File: src/rtl/imem_loader_pkg.sv
// Shared types and constants for the boot-time instruction memory loader.
package imem_loader_pkg;

  localparam int INSTR_W           = 16;
  localparam int DEFAULT_MAX_WORDS = 256;

  // Ten states need four bits; the final code is outside the used range.
  typedef enum logic [3:0] {
    S_IDLE    = 4'd0,
    S_LEN_HI  = 4'd1,
    S_LEN_LO  = 4'd2,
    S_CHK_LEN = 4'd3,
    S_DATA_HI = 4'd4,
    S_DATA_LO = 4'd5,
    S_WRITE   = 4'd6,
    S_CSUM    = 4'd7,
    S_DONE    = 4'd8,
    S_ERR     = 4'd15
  } state_t;

endpackage

File: src/rtl/imem_loader_if.sv
// Byte-stream input and imem write port of the loader, grouped as one bundle.
interface imem_loader_if #(
  parameter int ADDR_W = 16
);
  import imem_loader_pkg::*;

  logic                in_valid;
  logic [7:0]          in_data;
  logic                in_ready;
  logic                wr_en;
  logic [ADDR_W-1:0]   wr_addr;
  logic [INSTR_W-1:0]  wr_data;

  modport master (
    output in_valid, in_data,
    input  in_ready, wr_en, wr_addr, wr_data
  );

  modport slave (
    input  in_valid, in_data,
    output in_ready, wr_en, wr_addr, wr_data
  );

endinterface

File: src/rtl/imem_loader_byte_pair_assembler.sv
// Pairs high/low bytes into instruction words and keeps the running XOR
// of every payload byte seen since the last clear.
module byte_pair_assembler
  import imem_loader_pkg::*;
(
  input  logic               clk,
  input  logic               rst,
  input  logic               clear,
  input  logic               hi_en,
  input  logic               lo_en,
  input  logic [7:0]         data,
  output logic [INSTR_W-1:0] word,
  output logic [7:0]         csum
);

  logic [7:0] hi_byte;

  // NOTE: clocked blocks use <= so every register samples pre-edge values.
  always_ff @(posedge clk) begin
    if (rst) begin
      hi_byte <= '0;
      word    <= '0;
      csum    <= '0;
    end else if (clear) begin
      hi_byte <= '0;
      word    <= '0;
      csum    <= '0;
    end else if (hi_en) begin
      hi_byte <= data;
      csum    <= csum ^ data;
    end else if (lo_en) begin
      word    <= {hi_byte, data};
      csum    <= csum ^ data;
    end
  end

endmodule

File: src/rtl/imem_loader.sv
// Boot loader: length header, payload words written to imem from address 0,
// trailing XOR checksum; the CPU is held until a load completes cleanly.
module imem_loader
  import imem_loader_pkg::*;
#(
  parameter int MAX_WORDS = DEFAULT_MAX_WORDS,
  parameter int ADDR_W    = 16
) (
  input  logic          clk,
  input  logic          rst,
  input  logic          start,
  output logic          busy,
  output logic          done,
  output logic          error,
  output logic          cpu_hold,
  imem_loader_if.slave  bus
);

  localparam logic [15:0] MAX_CNT = 16'(MAX_WORDS);

  state_t              state, next_state;
  logic [15:0]         count;
  logic [ADDR_W-1:0]   wr_addr_q;
  logic                in_ready_q, wr_en_q, busy_q, done_q, error_q;
  logic                xfer, start_load, hi_en, lo_en;
  logic [INSTR_W-1:0]  word;
  logic [7:0]          csum;

  assign xfer       = bus.in_valid & in_ready_q;
  assign start_load = start & (state == S_IDLE || state == S_DONE || state == S_ERR);
  assign hi_en      = (state == S_DATA_HI) & xfer;
  assign lo_en      = (state == S_DATA_LO) & xfer;

  byte_pair_assembler u_asm (
    .clk   (clk),
    .rst   (rst),
    .clear (start_load),
    .hi_en (hi_en),
    .lo_en (lo_en),
    .data  (bus.in_data),
    .word  (word),
    .csum  (csum)
  );

  // NOTE: default assigned first so every path sets next_state and no latch is inferred.
  always_comb begin
    next_state = state;
    case (state)
      S_IDLE, S_DONE, S_ERR: if (start) next_state = S_LEN_HI;
      S_LEN_HI:  if (xfer) next_state = S_LEN_LO;
      S_LEN_LO:  if (xfer) next_state = S_CHK_LEN;
      S_CHK_LEN: begin
        if (count > MAX_CNT)    next_state = S_ERR;
        else if (count == '0)   next_state = S_CSUM;
        else                    next_state = S_DATA_HI;
      end
      S_DATA_HI: if (xfer) next_state = S_DATA_LO;
      S_DATA_LO: if (xfer) next_state = S_WRITE;
      S_WRITE:   next_state = (count == 16'd1) ? S_CSUM : S_DATA_HI;
      S_CSUM:    if (xfer) next_state = (bus.in_data == csum) ? S_DONE : S_ERR;
      default:   next_state = S_IDLE;
    endcase
  end

  // Status flags are registered from next_state so they align with the state.
  always_ff @(posedge clk) begin
    if (rst) begin
      state      <= S_IDLE;
      count      <= '0;
      wr_addr_q  <= '0;
      in_ready_q <= 1'b0;
      wr_en_q    <= 1'b0;
      busy_q     <= 1'b0;
      done_q     <= 1'b0;
      error_q    <= 1'b0;
    end else begin
      state      <= next_state;
      in_ready_q <= next_state inside {S_LEN_HI, S_LEN_LO, S_DATA_HI, S_DATA_LO, S_CSUM};
      wr_en_q    <= (next_state == S_WRITE);
      busy_q     <= !(next_state inside {S_IDLE, S_DONE, S_ERR});
      done_q     <= (next_state == S_DONE);
      error_q    <= (next_state == S_ERR);

      if (start_load) begin
        wr_addr_q <= '0;
        count     <= '0;
      end
      if (state == S_LEN_HI && xfer) count[15:8] <= bus.in_data;
      if (state == S_LEN_LO && xfer) count[7:0]  <= bus.in_data;
      if (state == S_WRITE) begin
        count <= count - 16'd1;
        // The final word leaves the address on MAX_WORDS-1 at most.
        if (count != 16'd1) wr_addr_q <= wr_addr_q + ADDR_W'(1);
      end
    end
  end

  assign bus.in_ready = in_ready_q;
  assign bus.wr_en    = wr_en_q;
  assign bus.wr_addr  = wr_addr_q;
  assign bus.wr_data  = word;
  assign busy         = busy_q;
  assign done         = done_q;
  assign error        = error_q;
  // A start accepted from DONE re-freezes the CPU in that same cycle.
  assign cpu_hold     = ~done_q | start;

endmodule

File: src/flat_wrapper.sv
// flat-port wrapper written by rule: the top's interface ports become plain ports
module imem_loader_flat import imem_loader_pkg::*;
#(
  parameter int MAX_WORDS = DEFAULT_MAX_WORDS,
  parameter int ADDR_W    = 16
)
  (clk, rst, start, busy, done, error, cpu_hold, bus_in_valid, bus_in_data, bus_in_ready, bus_wr_en, bus_wr_addr, bus_wr_data);
  imem_loader_if #(.ADDR_W(ADDR_W)) bus_i ();
  input  logic clk;
  input  logic rst;
  input  logic start;
  output logic busy;
  output logic done;
  output logic error;
  output logic cpu_hold;
  input wire logic [$bits(bus_i.in_valid)-1:0] bus_in_valid;
  input wire logic [$bits(bus_i.in_data)-1:0] bus_in_data;
  output wire logic [$bits(bus_i.in_ready)-1:0] bus_in_ready;
  output wire logic [$bits(bus_i.wr_en)-1:0] bus_wr_en;
  output wire logic [$bits(bus_i.wr_addr)-1:0] bus_wr_addr;
  output wire logic [$bits(bus_i.wr_data)-1:0] bus_wr_data;
  assign bus_i.in_valid = bus_in_valid;
  assign bus_i.in_data = bus_in_data;
  assign bus_in_ready = bus_i.in_ready;
  assign bus_wr_en = bus_i.wr_en;
  assign bus_wr_addr = bus_i.wr_addr;
  assign bus_wr_data = bus_i.wr_data;
  imem_loader #(.MAX_WORDS(MAX_WORDS), .ADDR_W(ADDR_W)) u_core (.clk(clk), .rst(rst), .start(start), .busy(busy), .done(done), .error(error), .cpu_hold(cpu_hold), .bus(bus_i));
endmodule
File: config.mk
export PLATFORM = sky130hd
export DESIGN_NAME = imem_loader_flat
export DESIGN_NICKNAME = d
export VERILOG_FILES = /design/src/rtl/imem_loader_pkg.sv /design/src/rtl/imem_loader_if.sv /design/src/rtl/imem_loader_byte_pair_assembler.sv /design/src/rtl/imem_loader.sv /design/src/flat_wrapper.sv
export SDC_FILE = /design/constraint.sdc
export NUM_CORES = 1
export LEC_CHECK = 0
export ABC_AREA = 0
export CAP_MARGIN = 20
export CORE_ASPECT_RATIO = 0.5
export CORE_MARGIN = 2
export CORE_UTILIZATION = 50
export CTS_BUF_LIST = sky130_fd_sc_hd__clkbuf_4
export DETAILED_ROUTE_END_ITERATION = 16
export GPL_TIMING_DRIVEN = 0
export PLACE_DENSITY = 0.73
export RECOVER_POWER = 100
export SLEW_MARGIN = 20
export SYNTH_ARGS = -nofsm -noshare
export SYNTH_HDL_FRONTEND = slang
export SYNTH_SLANG_ARGS = --single-unit
File: constraint.sdc
create_clock -name clk -period 4.79 [get_ports clk]
set_input_delay 0.958 -clock clk [delete_from_list [all_inputs] [get_ports clk]]
set_output_delay 0.958 -clock clk [all_outputs]
set_load 0.03 [all_outputs]
# After elaboration in Yosys (flattened, before gate mapping)
# Index checks and enable logic that the tools add are counted.
[word_totals]
regBits = 73
inputBits = 12
out_inout_bits = 38
word_cells = 79
[classes]
addsub = 2
order_cmp = 1
n_eq_ne = 20
muxes = 20
bitwise = 8
n_reduce_logical = 16
[ops]
columns = ["op", "count"]
rows = [
  ["$mux 16", 5],
  ["$eq 4x3->1 const B", 8],
  ["$mux 8", 4],
  ["$pmux 4 s8", 1],
  ["$mux 4", 7],
  ["$add 16x1->16 const B", 1],
  ["$eq 16x1->1 const B", 1],
  ["$eq 4x4->1 const B", 4],
  ["$gt 16x9->1 const B", 1],
  ["$logic_not 16->1", 1],
  ["$ne 16x1->1 const B", 1],
  ["$sub 16x1->16 const B", 1],
  ["$eq 4x2->1 const B", 3],
  ["$reduce_bool 3->1", 3],
  ["$eq 4x1->1 const B", 2],
  ["$eq 8x8->1", 1],
  ["$logic_not 4->1", 2],
  ["$xor 8x8->8", 1],
  ["$reduce_bool 5->1", 1],
  ["$and 1x1->1", 4],
  ["$mux 2", 2],
  ["$mux 3", 1],
  ["$reduce_or 3->1", 1],
  ["$logic_and 1x1->1", 2],
  ["other kinds (7)", 9],
]

# Logic depth before layout (Yosys ltp)
[depth]
ltp_word = 7
mapped_depth = 10
depth_no_buf = 8

# By module
# A second synthesis with hierarchy kept.
[hier_totals]
cells_unflattened = 427
hier_area_um2 = 3606.0
[modules_own_cells]
columns = ["mod", "instances", "cells_each", "area_each_um2", "seq_area_each_um2"]
rows = [
  ["imem_loader", 1, 294, 2356.0, 820.8],
  ["byte_pair_assembler", 1, 133, 1249.9, 640.6],
]

# Worst setup path after synthesis
# Ideal clock, no wire load.
[synth_timing]
path_type = "input port to flip-flop"
from = "in bus_in_data[7]"
to = "reg u_core.u_asm.word[2]"
setup_time_ns = 0.123
arrival_time_ns = 2.321
t_required_ns = 4.667
slack_ns = 2.346
cell_stages = 7
path_buffers = 1
cell_sequence = "xor2_1 nor4_1 and3_1 o311ai_4 buf_6 o31ai_1 a21oi_1"
[synth_rtl]
columns = ["element", "line_no", "rtl"]
rows = [
  ["start: declaration", "flat_wrapper.sv:17", "input wire logic [$bits(bus_i.in_data)-1:0] bus_in_data;"],
  ["end signal: assignment", "imem_loader_byte_pair_assembler.sv:32", "word <= {hi_byte, data};"],
  ["end: declaration", "imem_loader_byte_pair_assembler.sv:12", "output logic [INSTR_W-1:0] word,"],
]

==> flow_summary.toml <==
[floorplan]
fp.dieH_um = 66.22
io_pins = 50
start_util_pct = 52.28
dieArea_mm2 = 0.008505
die_x_um = 128.4
core-area_mm2 = 0.007405
num_rows = 22

[synth]
ys_ff_latch = 73
synth_top_area_cell = "dfxtp_1"
synthesis.area_mm2 = 0.003871
synth_edf_count = 0
synth_flop_cell = "dfxtp_1"
ys_types = 59
synth.net_count = 477
synth_top_area_share_pct = 37.75
synthArstFlopShare_pct = 0
synth_sequential_area_ratio_pct = 37.75
synth-warning-count = 0
yosys-top-cells-area = "dfxtp_1, a21oi_1, nor2_1, xor2_1, nand4_1"
syn_inst = 461
syn_avg_cell_area_um2 = 8.397

[setup_path]
path_max_fanout = 10
rr_worst_depth = 7
r2r_start = "u_core.state[2]"
critPathRequiredTime_ns = 5.14
crit_type = "primary input to register"
cp-start-kind = "primary input"
arrival_ns = 3.90
rrSetupSlack_ns = 1.98
endpoint_kind = "register"
rr_endpoint = "u_core.u_asm.csum[6]"

[place]
dp_hpwl_um = 7357
port_buffers = 48
placed_area_mm2 = 0.004481
gp_congestion = 0.8662
place_ws_ns = 1.344

[timing]
fin_setup_tns_ns = 0
period_minus_slack_ns = 3.543
finalClockSkew_ns = 0.01244
timing.final.crit_share_pct = 73.97
hold_ws_ns = 0.4695
slew_violations = 0
worst_pin_slew_ns = 1.081
max_freq_ghz = 0.2822
finalSetupViolCount = 0
fin_ws_ns = 1.247
slew_headroom_pct = 27.19
hold_viol = 0
rsz0062_at_grt = "no"

[finish]
design_area_mm2 = 0.004564
fin_nets = 536
drive_above_1_share_pct = 8.812
num_antenna_cells = 0
area.growth.synth_to_final_pct = 17.91

[clock_network]
cts_buffers = 9
cts_hold_buf = 0
numClockSinks = 73
root_buffer = "clkbuf_4"
path_clk_slew_ns = 0.11
post_cts_resized = 0
clk_path_buf_depth = 2
clk_latency_ns = 0.42
post-cts-setup-buffer-count = 0
tritoncts = "yes"
htreeDepth = 3

[drt]
num_vias = 3717
ant_nets = 0
drc = 0
via_per_inst = 6.015
first_pass_iters = 5
drt-total-wl_um = 10200
detail_route.wl_per_cell_um = 16.51
drt_iter0_drc = 275

[worst_hold_path]
whs_endpoint = "u_core.u_asm.word[15]"
hold_depth = 2
min_path_type = "register to register"
min_from = "u_core.u_asm.hi_byte[7]"

[power]
p_leak_nw = 1.691
ir_drop_mv = 0.1313
powerDensity_mw_per_mm2 = 264.2

[flow_run]
cap_violations = 0

[grt]
grt_pass1_wl_um = 17000
antenna_found_initial = 0
grt_pass1_vias = 3378
grt_max_degree = 12
grt_use_total_pct = 25.70
gr-total-overflow = 0

[run_status]
status = "finished, final reports clean"
per-layer routing:
| layer | share of wire, % | vias up | global-route usage, % |
|---|---|---|---|
| li1 | - | 1807 | - |
| met1 | 49 | 1768 | 35.92 |
| met2 | 43 | 122 | 37.97 |
| met3 | 6.5 | 20 | 6.877 |
| met4 | 2.0 | 0 | 9.341 |
| met5 | 0 | - | 0 |
worst max-delay path by stage:
stage | endpoint | cells after the start | from | slack [ns]
after floorplan | u_core.u_asm.word[2] | 7 | bus_in_data[7] | 2.35
after global placement | u_core.u_asm.word[13] | 8 | bus_in_data[7] | 1.33
after detailed placement | u_core.u_asm.word[7] | 8 | bus_in_data[7] | 1.34
after CTS | cpu_hold | 3 | start | 1.48
after global routing | u_core.u_asm.word[7] | 9 | bus_in_data[7] | 1.15
final | u_core.u_asm.word[7] | 9 | bus_in_data[7] | 1.25
worst max-delay path, stage by stage:
cell and delay [ns]:
dlygate4sd3_1 0.69, xor2_1 0.21, nor4_1 0.44, and3_1 0.30, o311a_1 0.18, clkbuf_1 0.33
clkbuf_1 0.40, nand4_1 0.21, a21oi_1 0.17
cell usage after synthesis, types with 2 or more instances:
library cell / number
mux2i_1: 9
nor3_2: 2
o31ai_2: 8
nor3_1: 12
nor2_1: 58
o31ai_1: 10
o211ai_1: 9
buf_2: 9
mux2_2: 2
ha_1: 4
and4_1: 4
nor4_1: 8
xnor2_1: 3
a21oi_1: 49
dfxtp_1: 73
a31oi_1: 6
a211oi_1: 3
o21ai_0: 23
a22oi_1: 3
xor2_1: 22
nand2_1: 31
nand3_1: 13
buf_6: 4
nor4b_1: 2
nand2b_1: 6
and3_1: 12
clkbuf_2: 2
clkbuf_4: 2
clkbuf_1: 10
and2_1: 3
nand4_1: 25
inv_1: 7
cells in the final DEF, fill, tap and decap left out, types with 2 or more instances in the layout:
cell              n
dfxtp_1          73
nor2_1           58
a21oi_1          50
dlygate4sd3_1    40
nand2_1          31
nand4_1          25
o21ai_0          24
xor2_1           22
clkbuf_1         15
nand3_1          13
nor3_1           12
and3_1           12
clkbuf_4         11
o31ai_1          10
mux2i_1           9
o211ai_1          9
nor4_1            8
o31ai_2           8
clkdlybuf4s50_1   8
inv_1             7
nand2b_1          6
buf_2             6
a31oi_1           6
and4_1            4
ha_1              4
buf_6             3
a211oi_1          3
xnor2_1           3
a22oi_1           3
nor4_4            2
and2_1            2
nor3_2            2
clkbuf_2          2
nor4b_1           2
mux2_2            2
and2_0            2
where the power goes:
part	leakage, nW	switching, W	internal [W]
combinational	1.04	0.000152	0.0000689
clock	0.0651	0.000210	0.000149
sequential	0.589	0.0000102	0.000616
sequential cells by signal, indices dropped and copies added (netlist names):
register              count
u_core.count             16
u_core.bus.in_ready       1
u_core.bus.wr_en          1
u_core.u_asm.csum         8
u_core.u_asm.word        16
u_core.busy               1
u_core.state              4
u_core.u_asm.hi_byte      8
u_core.error              1
u_core.bus.wr_addr       16
u_core.done               1
final cells by class:
type	count	area (um^2)
plain buffers	28	145.1
fillers	674	2840
clock inverters	4	47.55
clock buffers	9	67.56
inverters	7	26.28
flip-flops and latches	73	1461
multi-input cells	353	2216
well taps	96	120.1
repair buffers	48	480.5
cells by family after synthesis:
group,after synthesis,synth area share [%]
mux,11,2.909
buf+inv,35,5.139
flops,73,37.75
compound gates,126,21.91
simple gates,187,25.34
xor+xnor,25,5.656
fa+ha+maj,4,1.293
per-stage QoR:
| step | std cells | power, W | util (%) |
|---|---|---|---|
| after global routing | 618 | 0.001264 | 61.64 |
| after global placement | 605 | 0.0008579 | 60.39 |
| final | 618 | 0.001206 | 61.64 |
| after floorplan | 461 | 0.0007915 | - |
| after CTS | 618 | 0.001216 | 62.06 |
| after detailed placement | 605 | 0.0008607 | 60.51 |
No activity file was read; power rests on OpenSTA's default activity.
==> patch, RTL diff (config.mk and constraints unchanged) <==
`ADDR_W` is set to 16 in 3 places; all go to 17.
--- a/src/rtl/imem_loader_if.sv
+++ b/src/rtl/imem_loader_if.sv
@@ -1,5 +1,5 @@
 // Byte-stream input and imem write port of the loader, grouped as one bundle.
 interface imem_loader_if #(
-  parameter int ADDR_W = 16
+  parameter int ADDR_W = 17
 );
   import imem_loader_pkg::*;
--- a/src/rtl/imem_loader.sv
+++ b/src/rtl/imem_loader.sv
@@ -5,5 +5,5 @@
 #(
   parameter int MAX_WORDS = DEFAULT_MAX_WORDS,
-  parameter int ADDR_W    = 16
+  parameter int ADDR_W    = 17
 ) (
   input  logic          clk,
--- a/src/flat_wrapper.sv
+++ b/src/flat_wrapper.sv
@@ -3,5 +3,5 @@
 #(
   parameter int MAX_WORDS = DEFAULT_MAX_WORDS,
-  parameter int ADDR_W    = 16
+  parameter int ADDR_W    = 17
 )
   (clk, rst, start, busy, done, error, cpu_hold, bus_in_valid, bus_in_data, bus_in_ready, bus_wr_en, bus_wr_addr, bus_wr_data);
Interface: changed (resized bus_wr_addr); port bits go from 50 to 51. The function was not compared with the original's and may differ.
==> patch against the unedited design <==
Non-clock buffer count is 3 lower. Sequential cell count is 1 higher. First-iteration DRC count grew 5.1%. Design area down 6.3%. Via count is 9.1% lower. Routed wire length shrank 12%. Worst setup slack improved by 44 ps. Area after synthesis shrank 7.3%. Register-to-register slack got worse by 70 ps. Combinational power decreased by 40%. Power fell by 8.2%. Critical endpoint is now cpu_hold. Largest cell class unchanged. Largest power group unchanged.
==> patch: results (changes against the unedited design) <==
[status]
outcome=finished clean

[place]
place_inst=581  ; -4.0%
portBuffers=49  ; +2.1%
routabilityCongestion=0.9314  ; +7.5%

[finish]
multi_input_cells=337  ; -4.5%
multi_input_area_share=0.4558  ; -0.02962
inverters_excl_clock=6  ; -1
post_layout_nonfiller_instances=598  ; -3.2%
layout.nonclk_buf_frac=0.1377  ; +0.0006580
nNetsFinal=517  ; -3.5%
clk_share=0.02807  ; +0.002851
nNonClkBuffers=73  ; -3.9%
sh_seq_area=0.3462  ; +0.02602
fillers=619  ; -8.2%

[grt]
grt_use_met1=0.3642  ; +0.005001
met3_usage=0.06964  ; +0.0008726

[critical_path]
crit_arrival_ps=2540  ; -1360 ps
rr_endpoint=u_core.bus.wr_addr[12]
rrSetupSlack_ps=1910  ; -70 ps

[routing]
via_per_inst=5.652  ; -6.0%

[synthesis]
synth_seq_area_share=0.4128  ; +0.03533
syn_nets=456  ; -4.4%
syn_inst=440  ; -4.6%
synth.top_cells.by_count=74 x dfxtp_1, 68 x nand2_1, 49 x nor2_1

[pwr]
pg_comb_mw=0.131  ; -40%
powerSeq_mw=0.628  ; about the same
p_leak_nw=1.570  ; -7.1%

[timing]
finalCriticalPeriod_ps=3499  ; -43.93 ps
fin_hold_ws_ps=458.0  ; -11.54 ps

[cts]
worstSkewPairLatency_ps=440  ; +20 ps

[patch: cell types whose count changed after synthesis, sizes merged, moves of 8 or more]
| cell | change |
|---|---|
| o31ai | -17 |
| nand4 | -20 |
| nand2 | +38 |
| and3 | -8 |
| nor2 | -8 |
| o211ai | -8 |
[patch: worst reg2reg max path: cells and delay by family (launching register included)]
kind | cells | cell delay [ps]
flops | 1 | 320
simple gates | 3 | 800
buf+inv | 3 | 1140
compound gates | 1 | 480
[patch: worst max path at each step]
stage	start	end
floorplan	bus_in_data[5]	u_core.bus.in_ready
global placement	bus_in_data[5]	u_core.bus.in_ready
detailed placement	bus_in_data[5]	u_core.bus.in_ready
CTS	start	cpu_hold
global route	start	cpu_hold
finish	start	cpu_hold
[patch: kinds of logic (layout without fill, tap and decap cells)]
group,count (synthesis),count (layout),share of synthesized area
mux,11,11,0.03103
simple gates,194,194,0.2727
compound gates,102,102,0.1733
buf+inv,29,95,0.03277
flops,74,74,0.4128
xor+xnor,26,26,0.06346
fa+ha+maj,4,4,0.01395
